<file path="src/rtl/act_lut_pkg.sv">
// Shared definitions for the activation LUT interpolator.
// Holds default widths, the sample/address/fraction types and the saturation helper
// used by the interpolation datapath.
package act_lut_pkg;

  localparam int unsigned DATA_W_DEF = 8;
  localparam int unsigned ADDR_W_DEF = 4;
  localparam int unsigned FRAC_W_DEF = DATA_W_DEF - ADDR_W_DEF;
  localparam int unsigned CNT_W_DEF  = 16;

  typedef logic signed [DATA_W_DEF-1:0] sample_t;
  typedef logic        [ADDR_W_DEF-1:0] addr_t;
  typedef logic        [FRAC_W_DEF-1:0] frac_t;

  // Clamp a signed value to the range of a signed word of the given width.
  function automatic logic signed [31:0] sat_data(input logic signed [31:0] val,
                                                  input int unsigned        width);
    logic signed [31:0] hi;
    logic signed [31:0] lo;
    hi = (32'sd1 <<< (width - 1)) - 32'sd1;
    lo = -(32'sd1 <<< (width - 1));
    if (val > hi) begin
      return hi;
    end else if (val < lo) begin
      return lo;
    end
    return val;
  endfunction

endpackage

</file>
<file path="src/rtl/act_interp_core.sv">
// Combinational interpolation datapath.
// y = sat(lut_base + ((lut_next - lut_base) * frac) >>> FRAC_W)
// Optional macro ACT_INTERP_ROUND_EN: add half an LSB before the shift (round-half-up);
// without it the shift truncates toward -inf.
// Ports:
//   lut_base  in  DATA_W  signed LUT entry at the current address
//   lut_next  in  DATA_W  signed interpolation endpoint
//   frac      in  FRAC_W  unsigned fraction of the sample
//   y         out DATA_W  saturated interpolated value
module act_interp_core
  import act_lut_pkg::*;
#(
  parameter int unsigned DATA_W = DATA_W_DEF,
  parameter int unsigned FRAC_W = FRAC_W_DEF
) (
  input  logic signed [DATA_W-1:0] lut_base,
  input  logic signed [DATA_W-1:0] lut_next,
  input  logic        [FRAC_W-1:0] frac,
  output logic signed [DATA_W-1:0] y
);

  localparam int unsigned PW = DATA_W + FRAC_W + 1;

  logic signed [DATA_W:0]   diff;
  logic signed [PW-1:0]     diff_x;
  logic signed [PW-1:0]     frac_x;
  logic signed [PW-1:0]     prod;
  logic signed [PW-1:0]     prod_r;
  logic signed [DATA_W:0]   step;
  logic signed [DATA_W+1:0] sum;

  assign diff   = $signed({lut_next[DATA_W-1], lut_next}) - $signed({lut_base[DATA_W-1], lut_base});
  assign diff_x = $signed({{FRAC_W{diff[DATA_W]}}, diff});
  assign frac_x = $signed({{(PW-FRAC_W){1'b0}}, frac});
  // |diff| <= 2^DATA_W - 1 and frac <= 2^FRAC_W - 1, so PW bits never overflow.
  assign prod   = diff_x * frac_x;

`ifdef ACT_INTERP_ROUND_EN
  assign prod_r = prod + $signed({{(PW-FRAC_W){1'b0}}, 1'b1, {(FRAC_W-1){1'b0}}});
`else
  assign prod_r = prod;
`endif

  // Taking the upper bits is the arithmetic shift right by FRAC_W.
  assign step = prod_r[PW-1:FRAC_W];
  assign sum  = $signed({{2{lut_base[DATA_W-1]}}, lut_base}) + $signed({step[DATA_W], step});
  assign y    = DATA_W'(sat_data(sum, DATA_W));

endmodule

</file>
<file path="src/rtl/act_lut_interp.sv">
// Activation-function LUT initiator with linear interpolation.
// Two register stages: stage 1 holds the sample and drives the LUT address; the output
// register captures the interpolated value. Full throughput with backpressure.
// Build option: ACT_INTERP_ROUND_EN selects round-half-up instead of truncation.
// Ports:
//   clk, rst_n           clock, asynchronous active-low reset
//   in_valid/in_ready    input sample handshake, in_data signed sample
//   lut_address          LUT address (upper ADDR_W bits of the staged sample)
//   lut_base/lut_next    combinational LUT returns for lut_address
//   out_valid/out_ready  output handshake, out_data signed activation
//   out_count            completed output handshakes, wraps
module act_lut_interp
  import act_lut_pkg::*;
#(
  parameter int unsigned DATA_W = DATA_W_DEF,
  parameter int unsigned ADDR_W = ADDR_W_DEF,
  parameter int unsigned FRAC_W = DATA_W - ADDR_W,
  parameter int unsigned CNT_W  = CNT_W_DEF
) (
  input  logic                     clk,
  input  logic                     rst_n,
  input  logic                     in_valid,
  output logic                     in_ready,
  input  logic signed [DATA_W-1:0] in_data,
  output logic        [ADDR_W-1:0] lut_address,
  input  logic signed [DATA_W-1:0] lut_base,
  input  logic signed [DATA_W-1:0] lut_next,
  output logic                     out_valid,
  input  logic                     out_ready,
  output logic signed [DATA_W-1:0] out_data,
  output logic        [CNT_W-1:0]  out_count
);

  logic              v1_q;
  logic [DATA_W-1:0] x1_q;
  logic [FRAC_W-1:0] frac;
  logic signed [DATA_W-1:0] y;
  logic              adv2;

  // Output register can take a new value when empty or being drained this cycle.
  assign adv2     = !out_valid || out_ready;
  // Depends only on registers and out_ready, never on in_valid.
  assign in_ready = !v1_q || adv2;

  assign lut_address = x1_q[DATA_W-1 -: ADDR_W];
  assign frac        = x1_q[FRAC_W-1:0];

  act_interp_core #(
    .DATA_W (DATA_W),
    .FRAC_W (FRAC_W)
  ) u_core (
    .lut_base (lut_base),
    .lut_next (lut_next),
    .frac     (frac),
    .y        (y)
  );

  // Stage 1: sample register feeding the LUT address.
  always_ff @(posedge clk or negedge rst_n) begin
    if (!rst_n) begin
      v1_q <= 1'b0;
      x1_q <= '0;
    end else if (in_ready) begin
      v1_q <= in_valid;
      if (in_valid) begin
        x1_q <= in_data;
      end
    end
  end

  // Output register.
  always_ff @(posedge clk or negedge rst_n) begin
    if (!rst_n) begin
      out_valid <= 1'b0;
      out_data  <= '0;
    end else if (adv2) begin
      out_valid <= v1_q;
      if (v1_q) begin
        out_data <= y;
      end
    end
  end

  always_ff @(posedge clk or negedge rst_n) begin
    if (!rst_n) begin
      out_count <= '0;
    end else if (out_valid && out_ready) begin
      out_count <= out_count + CNT_W'(1);
    end
  end

endmodule
</file>
<file path="config.mk">
export PLATFORM = sky130hd
export DESIGN_NAME = act_lut_interp
export DESIGN_NICKNAME = d
export VERILOG_FILES = /design/src/rtl/act_lut_pkg.sv /design/src/rtl/act_interp_core.sv /design/src/rtl/act_lut_interp.sv
export SDC_FILE = /design/constraint.sdc
export NUM_CORES = 1
export LEC_CHECK = 0
export ABC_AREA = 0
export CAP_MARGIN = 20
export CORE_MARGIN = 2
export CORE_UTILIZATION = 25
export CTS_BUF_LIST = sky130_fd_sc_hd__clkbuf_16
export CTS_CLUSTER_DIAMETER = 80
export DETAILED_ROUTE_END_ITERATION = 10
export DONT_BUFFER_PORTS = 1
export PLACE_DENSITY = 0.44
export SKIP_CTS_REPAIR_TIMING = 1
export SLEW_MARGIN = 30
export SYNTH_ARGS = -nofsm -noshare
export SYNTH_HDL_FRONTEND = slang
export SYNTH_SLANG_ARGS = --single-unit
</file>
<file path="constraint.sdc">
create_clock -name clk -period 6.9 [get_ports clk]
set_clock_uncertainty 0.15 [all_clocks]
set_input_delay 0.345 -clock clk [delete_from_list [all_inputs] [get_ports clk]]
set_output_delay 0.345 -clock clk [all_outputs]
set_load 0.005 [all_outputs]
</file>
# --- After elaboration in Yosys (flattened, before gate mapping) ---
# Index checks and enable logic that the tools add are counted.
# W data, S select, Z words.
word_totals:
  ff_bits: 34
  input_bits: 28
  wordCells: 23
op_classes:
  add_sub_neg: 3
  n_mul: 1
  order_cmp: 2
  muxes: 5
  n_reduce_logical: 7
op_table:
  columns: ["operator", "n"]
  rows:
  - ["$mux W8", 3]
  - ["$add A16 B1 Y16 const B", 1]
  - ["$mul A9 B5 Y13", 1]
  - ["$add A8 B9 Y10", 1]
  - ["$gt A10 B8 Y1 const B", 1]
  - ["$lt A10 B8 Y1 const B", 1]
  - ["$sub A8 B8 Y9", 1]
  - ["$reduce_and A2 Y1", 2]
  - ["$logic_not A1 Y1", 2]
  - ["$logic_or A1 B1 Y1", 2]
  - ["$mux W1", 2]
  - ["$logic_and A1 B1 Y1", 1]

# --- Longest topological paths before layout ---
depth:
  word_depth: 7
  depth_mapped: 28
  ltp_nobuf: 27

# --- Modules after synthesis ---
# A second synthesis with hierarchy kept.
unflattened:
  cells_unflattened: 372
  area_unflattened_um2: 3572.2
by_module_without_submodules:
  columns: ["mod", "n_inst", "cells_each", "area_each_um2", "seq_area_each_um2"]
  rows:
  - ["act_interp_core", 1, 269, 2175.8, 0.0]
  - ["act_lut_interp", 1, 103, 1396.3, 850.8]

# --- Worst setup path before layout ---
# OpenSTA, ideal clock, no wires.
synth_timing:
  kind: "in2reg"
  startpoint: "input lut_base[1]"
  endpoint: "register out_data[2]"
  setup_time_ps: 90
  arrival_ps: 5889
  path_slack_ps: 771
  stages: 26
  path_buffers: 0
  cell_sequence: "inv_1 ha_1 nor2b_1 o21ai_0 a21boi_0 o21a_1 nor3_1 nor3b_1 ha_1 fa_1 inv_1 fa_1 inv_1 ha_1 o21a_1 o21a_1 o221ai_1 nand2b_1 a21oi_1 xnor2_1 ha_1 or4_4 a2bb2oi_4 xnor2_1 a2111o_2 o2111ai_1"
synth_between:
  elab_chain_cells: 7
  word_cells_on_any_way: 9
synth_lines:
  columns: ["element", "line", "rtl"]
  rows:
  - ["start: declaration", "act_lut_interp.sv:26", "input logic signed [DATA_W-1:0] lut_base,"]
  - ["$sub A8 B8 Y9", "act_interp_core.sv:32", "assign diff = $signed({lut_next[DATA_W-1], lut_next}) - $signed({lut_base[DATA_W-1], lut_base});"]
  - ["$mul A9 B5 Y13", "act_interp_core.sv:36", "assign prod = diff_x * frac_x;"]
  - ["$add A8 B9 Y10 *", "act_interp_core.sv:46", "assign sum = $signed({{2{lut_base[DATA_W-1]}}, lut_base}) + $signed({step[DATA_W], step});"]
  - ["$lt A10 B8 Y1", "act_lut_pkg.sv:24", "end else if (val < lo) begin"]
  - ["$mux W1", "act_lut_pkg.sv:24", null]
  - ["$mux W1", "act_lut_pkg.sv:22", "if (val > hi) begin"]
  - ["$mux W8 *", "act_lut_pkg.sv:27", "return val;"]
  - ["end signal: assignment", "act_lut_interp.sv:79", "out_data <= y;"]
  - ["end: declaration", "act_lut_interp.sv:30", "output logic signed [DATA_W-1:0] out_data,"]
# Every way passes the cells marked *; elsewhere a longest branch is shown, timed or not.
# A chain may end at the register's enable or synchronous reset.

# --- Final worst setup path ---
layout_timing:
  startpoint: "input lut_next[0]"
  endpoint: "register out_data[2]"
layout_between:
  elab_chain_cells: 7
  word_cells_on_any_way: 9
layout_lines:
  columns: ["element", "line", "rtl"]
  rows:
  - ["start: declaration", "act_lut_interp.sv:27", "input logic signed [DATA_W-1:0] lut_next,"]
  - ["$sub A8 B8 Y9 *", "act_interp_core.sv:32", null]
  - ["$mul A9 B5 Y13 *", "act_interp_core.sv:36", null]
  - ["$add A8 B9 Y10 *", "act_interp_core.sv:46", null]
  - ["$lt A10 B8 Y1", "act_lut_pkg.sv:24", null]
  - ["$mux W1", "act_lut_pkg.sv:24", null]
  - ["$mux W1", "act_lut_pkg.sv:22", null]
  - ["$mux W8 *", "act_lut_pkg.sv:27", null]
# Marked as above.

==> report_table.html <==
<table>
<tr><th>Metric</th><th>Value</th></tr>
<tr><th colspan="2">Status</th></tr>
<tr><td>Result of the run</td><td>completed</td></tr>
<tr><th colspan="2">Route</th></tr>
<tr><td>Drt first-iter violations</td><td>87</td></tr>
<tr><td>Routed wire length</td><td>7830 µm</td></tr>
<tr><td>Number of nets still failing antenna checks after routing</td><td>0</td></tr>
<tr><td># DRC</td><td>0</td></tr>
<tr><td>Via count</td><td>between 2000 and 3000</td></tr>
<tr><td>Average wire length per cell after detail routing</td><td>14.08 µm</td></tr>
<tr><td>Pre-Repair DR Iteration Count</td><td>4</td></tr>
<tr><td>Routed via count divided by cell count</td><td>4.511</td></tr>
<tr><th colspan="2">Final layout</th></tr>
<tr><td>Number of nets in the layout</td><td>461</td></tr>
<tr><td>Fill cell instance count of the final layout</td><td>1482</td></tr>
<tr><td>Share of post-route cells with drive strength above 1</td><td>8.245%</td></tr>
<tr><td>Post-Layout Inst Area</td><td>3845 µm²</td></tr>
<tr><td>Area Growth Syn to Fin</td><td>10.86%</td></tr>
<tr><td>Number of antenna repair diodes</td><td>0</td></tr>
<tr><td>Final Non-Filler Cells</td><td>around 560</td></tr>
<tr><td>Commonest non-fill, non-tap cell in the layout</td><td>inv_1</td></tr>
<tr><td>Commonest cells after routing, fill and taps aside</td><td>48 x inv_1, 39 x ha_1, 34 x dfrtp_1, 32 x nand2_1, 23 x xnor2_1</td></tr>
<tr><th colspan="2">Logic synthesis</th></tr>
<tr><td>Most used DFF post-synth</td><td>dfrtp_1</td></tr>
<tr><td>Number of nets in the synthesized netlist</td><td>458</td></tr>
<tr><td>Number of enable flip-flop cells after synthesis</td><td>0</td></tr>
<tr><td>Gate count after technology mapping</td><td>372</td></tr>
<tr><td>Number of warnings reported in the yosys synthesis log</td><td>0</td></tr>
<tr><td>Portion of the post-synthesis area used by sequential elements</td><td>between 20 and 25%</td></tr>
<tr><td>Combined area of all synthesized cells</td><td>3468 µm²</td></tr>
<tr><td>Unique masters post-synth</td><td>54</td></tr>
<tr><td>Proportion of register bits with asynchronous set or reset after synthesis</td><td>100.0%</td></tr>
<tr><td>Number of flip-flops and latches in the synthesized netlist</td><td>34</td></tr>
<tr><td>Average size of a mapped cell</td><td>9.323 µm²</td></tr>
<tr><th colspan="2">Place</th></tr>
<tr><td>Count of placed standard cells including taps</td><td>546</td></tr>
<tr><td>Weighted congestion at the end of routability-driven global placement</td><td>0.7390</td></tr>
<tr><td>Area after detailed placement</td><td>3674 µm²</td></tr>
<tr><td>Buffers on Ports</td><td>0</td></tr>
<tr><td>Post-DP HPWL</td><td>6643 µm</td></tr>
<tr><th colspan="2">Floorplanning</th></tr>
<tr><td>Die height</td><td>121.8 µm</td></tr>
<tr><td>I/O pin count</td><td>58</td></tr>
<tr><td>Row Count</td><td>43</td></tr>
<tr><td>Die width</td><td>about 120 µm</td></tr>
<tr><td>Starting density of the core</td><td>25.28%</td></tr>
<tr><td>Die Outline Area</td><td>14830 µm²</td></tr>
<tr><td>Core outline area</td><td>around 14000 µm²</td></tr>
<tr><th colspan="2">STA</th></tr>
<tr><td>Max-slew headroom</td><td>60.83%</td></tr>
<tr><td>Slew at the pin closest to its max-slew limit</td><td>between 0.5 and 0.6 ns</td></tr>
<tr><td>Hold Vio Cnt, Final</td><td>0</td></tr>
<tr><td>Setup TNS</td><td>0 ns</td></tr>
<tr><td>Peak Freq</td><td>between 0.15 and 0.2 GHz</td></tr>
<tr><td>Final clock period utilization by the worst path</td><td>91.87%</td></tr>
<tr><td>Final Critical Period</td><td>6.339 ns</td></tr>
<tr><td>Number of pins exceeding their max-slew limit in the final report</td><td>0</td></tr>
<tr><td>Number of setup violations in the final report</td><td>0</td></tr>
<tr><td>Setup repair after global routing missed its margin</td><td>false</td></tr>
<tr><th colspan="2">Clock tree</th></tr>
<tr><td>Maximum buffer depth of the clock tree</td><td>2</td></tr>
<tr><td>Clock tree from TritonCTS</td><td>yes</td></tr>
<tr><td>Clock Latency Late Sink</td><td>around 0.27 ns</td></tr>
<tr><td>Worst-path clk slew</td><td>0.05 ns</td></tr>
<tr><td>TritonCTS Buffers</td><td>5</td></tr>
<tr><td>H-tree levels</td><td>2</td></tr>
<tr><td>Clock sink total</td><td>34</td></tr>
<tr><td>Clock root cell</td><td>clkbuf_16</td></tr>
<tr><th colspan="2">GRT</th></tr>
<tr><td>GR Overflow Total</td><td>0</td></tr>
<tr><td>Vias in the first global route</td><td>2681</td></tr>
<tr><td>Met1 routing resource usage after global routing</td><td>14.17%</td></tr>
<tr><td>Initial antenna violation count</td><td>1</td></tr>
<tr><td>Met3 Resource Use GR</td><td>between 4 and 5%</td></tr>
<tr><td>Overall track demand over capacity in global routing</td><td>between 10% and 20%</td></tr>
<tr><td>Most utilized layer in the global route result</td><td>met2</td></tr>
<tr><td>Maximum number of pins on one net before global-route repair</td><td>35</td></tr>
<tr><td>Global Route met2 Usage</td><td>18.40%</td></tr>
<tr><td>Wire length of the first global-routing pass</td><td>13230 µm</td></tr>
<tr><th colspan="2">Critical path</th></tr>
<tr><td>Data arrival time at the worst-slack endpoint</td><td>6.37 ns</td></tr>
<tr><td>Crit path capture type</td><td>flip-flop</td></tr>
<tr><td>Largest fanout on the critical path</td><td>7</td></tr>
<tr><td>CP Launch Point</td><td>lut_next[0]</td></tr>
<tr><td>R2r endpoint</td><td>out_data[2]</td></tr>
<tr><td>CP endpoint</td><td>out_data[2]</td></tr>
<tr><td>WS Path Type</td><td>input port to flip-flop</td></tr>
<tr><td>Start of the worst register-to-register path</td><td>x1_q[2]</td></tr>
<tr><td>Slack of the worst reg-to-reg path</td><td>1.22 ns</td></tr>
<tr><td>CP startpoint kind</td><td>input port</td></tr>
<tr><td>Critical Path RT</td><td>6.93 ns</td></tr>
<tr><td>Number of cell instances on the worst register-to-register path</td><td>19</td></tr>
<tr><th colspan="2">Run</th></tr>
<tr><td>Maximum Capacitance Violations</td><td>0</td></tr>
<tr><th colspan="2">Power</th></tr>
<tr><td>Power density normalized to cell area</td><td>slightly below 500 nW/µm²</td></tr>
<tr><td>Leakage</td><td>1.786 nW</td></tr>
<tr><td>Worst VDD drop</td><td>approximately 0.23 mV</td></tr>
<tr><th colspan="2">Worst hold path</th></tr>
<tr><td>Class of the tightest hold or removal check</td><td>input port to flip-flop</td></tr>
</table>
## metrics by stage
stage / util, % / hold slack (ns) / setup slack (ns) / power, W
3_5_place_dp: 26.78 / -0.09986 / 0.2806 / 0.001707
4_1_cts: 27.81 / -0.3897 / 0.5223 / 0.001932
3_3_place_gp: 26.78 / -0.09966 / 0.3176 / 0.001687
5_1_grt: 28.03 / 0.03224 / 0.1423 / 0.002110
6_report: 28.03 / 0.03515 / 0.5610 / 0.001901
2_1_floorplan: - / -0.1006 / 0.7708 / 0.001403
## metal layers
| metal | routed length (µm) | vias up | part of all wire, % |
|---|---|---|---|
| met5 | 0 | - | 0 |
| met3 | 691 | 6 | 8.8 |
| met1 | 3479 | 1178 | 44 |
| met4 | 37 | 0 | 0.47 |
| met2 | 3621 | 61 | 46 |
| li1 | - | 1263 | - |
## Yosys cell counts, types with 4 or more instances
cell type,count,area (µm²)
nor3b_1,4,30.03
nor2b_1,11,68.82
nor3_1,7,35.03
o21a_1,6,45.04
and2_1,17,106.4
clkbuf_1,6,22.52
a21oi_1,6,30.03
o21ai_0,11,55.05
nand2b_1,9,56.30
xnor2_1,23,201.4
o2111ai_1,8,70.07
dfrtp_1,34,850.8
ha_1,39,488.0
fa_1,19,380.4
mux2_2,10,112.6
nand2_1,32,120.1
nand3_1,8,40.04
nor2_1,20,75.07
or3_1,4,25.02
inv_1,48,180.2
xor2_1,8,70.07
## registers in the layout (all words and copies together) (netlist names)
register and cells:
v1_q 1, x1_q 8, out_count 16, out_data 8, out_valid 1
## kinds of logic after synthesis
family,share of synthesized area (%)
DFF,24.53
xor gates and xnor gates,7.828
muxes,4.113
AOI/OAI and AO/OA,12.05
adders and majority gates,25.04
buffers and inverters,5.988
and+or+nand+nor,20.45
## critical path, cell delays in order
cell	delay, ns
inv_1	0.02
ha_1	0.20
fa_1	0.42
nor2b_1	0.12
o21ai_0	0.12
a21oi_1	0.27
nor2_1	0.10
xnor2_1	0.26
and2_1	0.17
ha_1	0.24
fa_1	0.54
inv_1	0.06
fa_1	0.51
inv_1	0.05
ha_1	0.21
or3_1	0.37
o221ai_1	0.22
nand2b_1	0.13
a21oi_1	0.18
xnor2_1	0.08
ha_1	0.22
or4_4	0.53
a2bb2oi_4	0.18
xnor2_1	0.16
a2111o_2	0.52
o2111ai_1	0.13
## cell type report
class / count / area (µm²) / area share [%]
clock buffers: 5 / 125.1 / 3.254
clock inverters: 3 / 16.27 / 0.4230
inverters: 48 / 180.2 / 4.686
multi-input cells: 283 / 2410 / 62.67
flip-flops and latches: 34 / 850.8 / 22.13
well taps: 180 / 225.2 / 5.857
repair buffers: 3 / 37.54 / 0.9762
## power by group
part,leakage [nW],internal [W],total (W),switching [W]
combinational,1.30,0.000632,0.00137,0.000739
clock,0.0672,0.000131,0.000208,0.0000765
sequential,0.417,0.000256,0.000322,0.0000665
## worst min path at each step
stage	endpoint	slack, ns	cells after the start	from
finish	v1_q	0.04	1	in_valid
CTS	x1_q[7]	-0.39	0	rst_n
global route	v1_q	0.03	1	in_valid
global placement	x1_q[5]	-0.1	0	rst_n
detailed placement	x1_q[7]	-0.1	0	rst_n
floorplan	out_count[0]	-0.10	0	rst_n
Note: power is estimated with default switching activity, not from simulation.
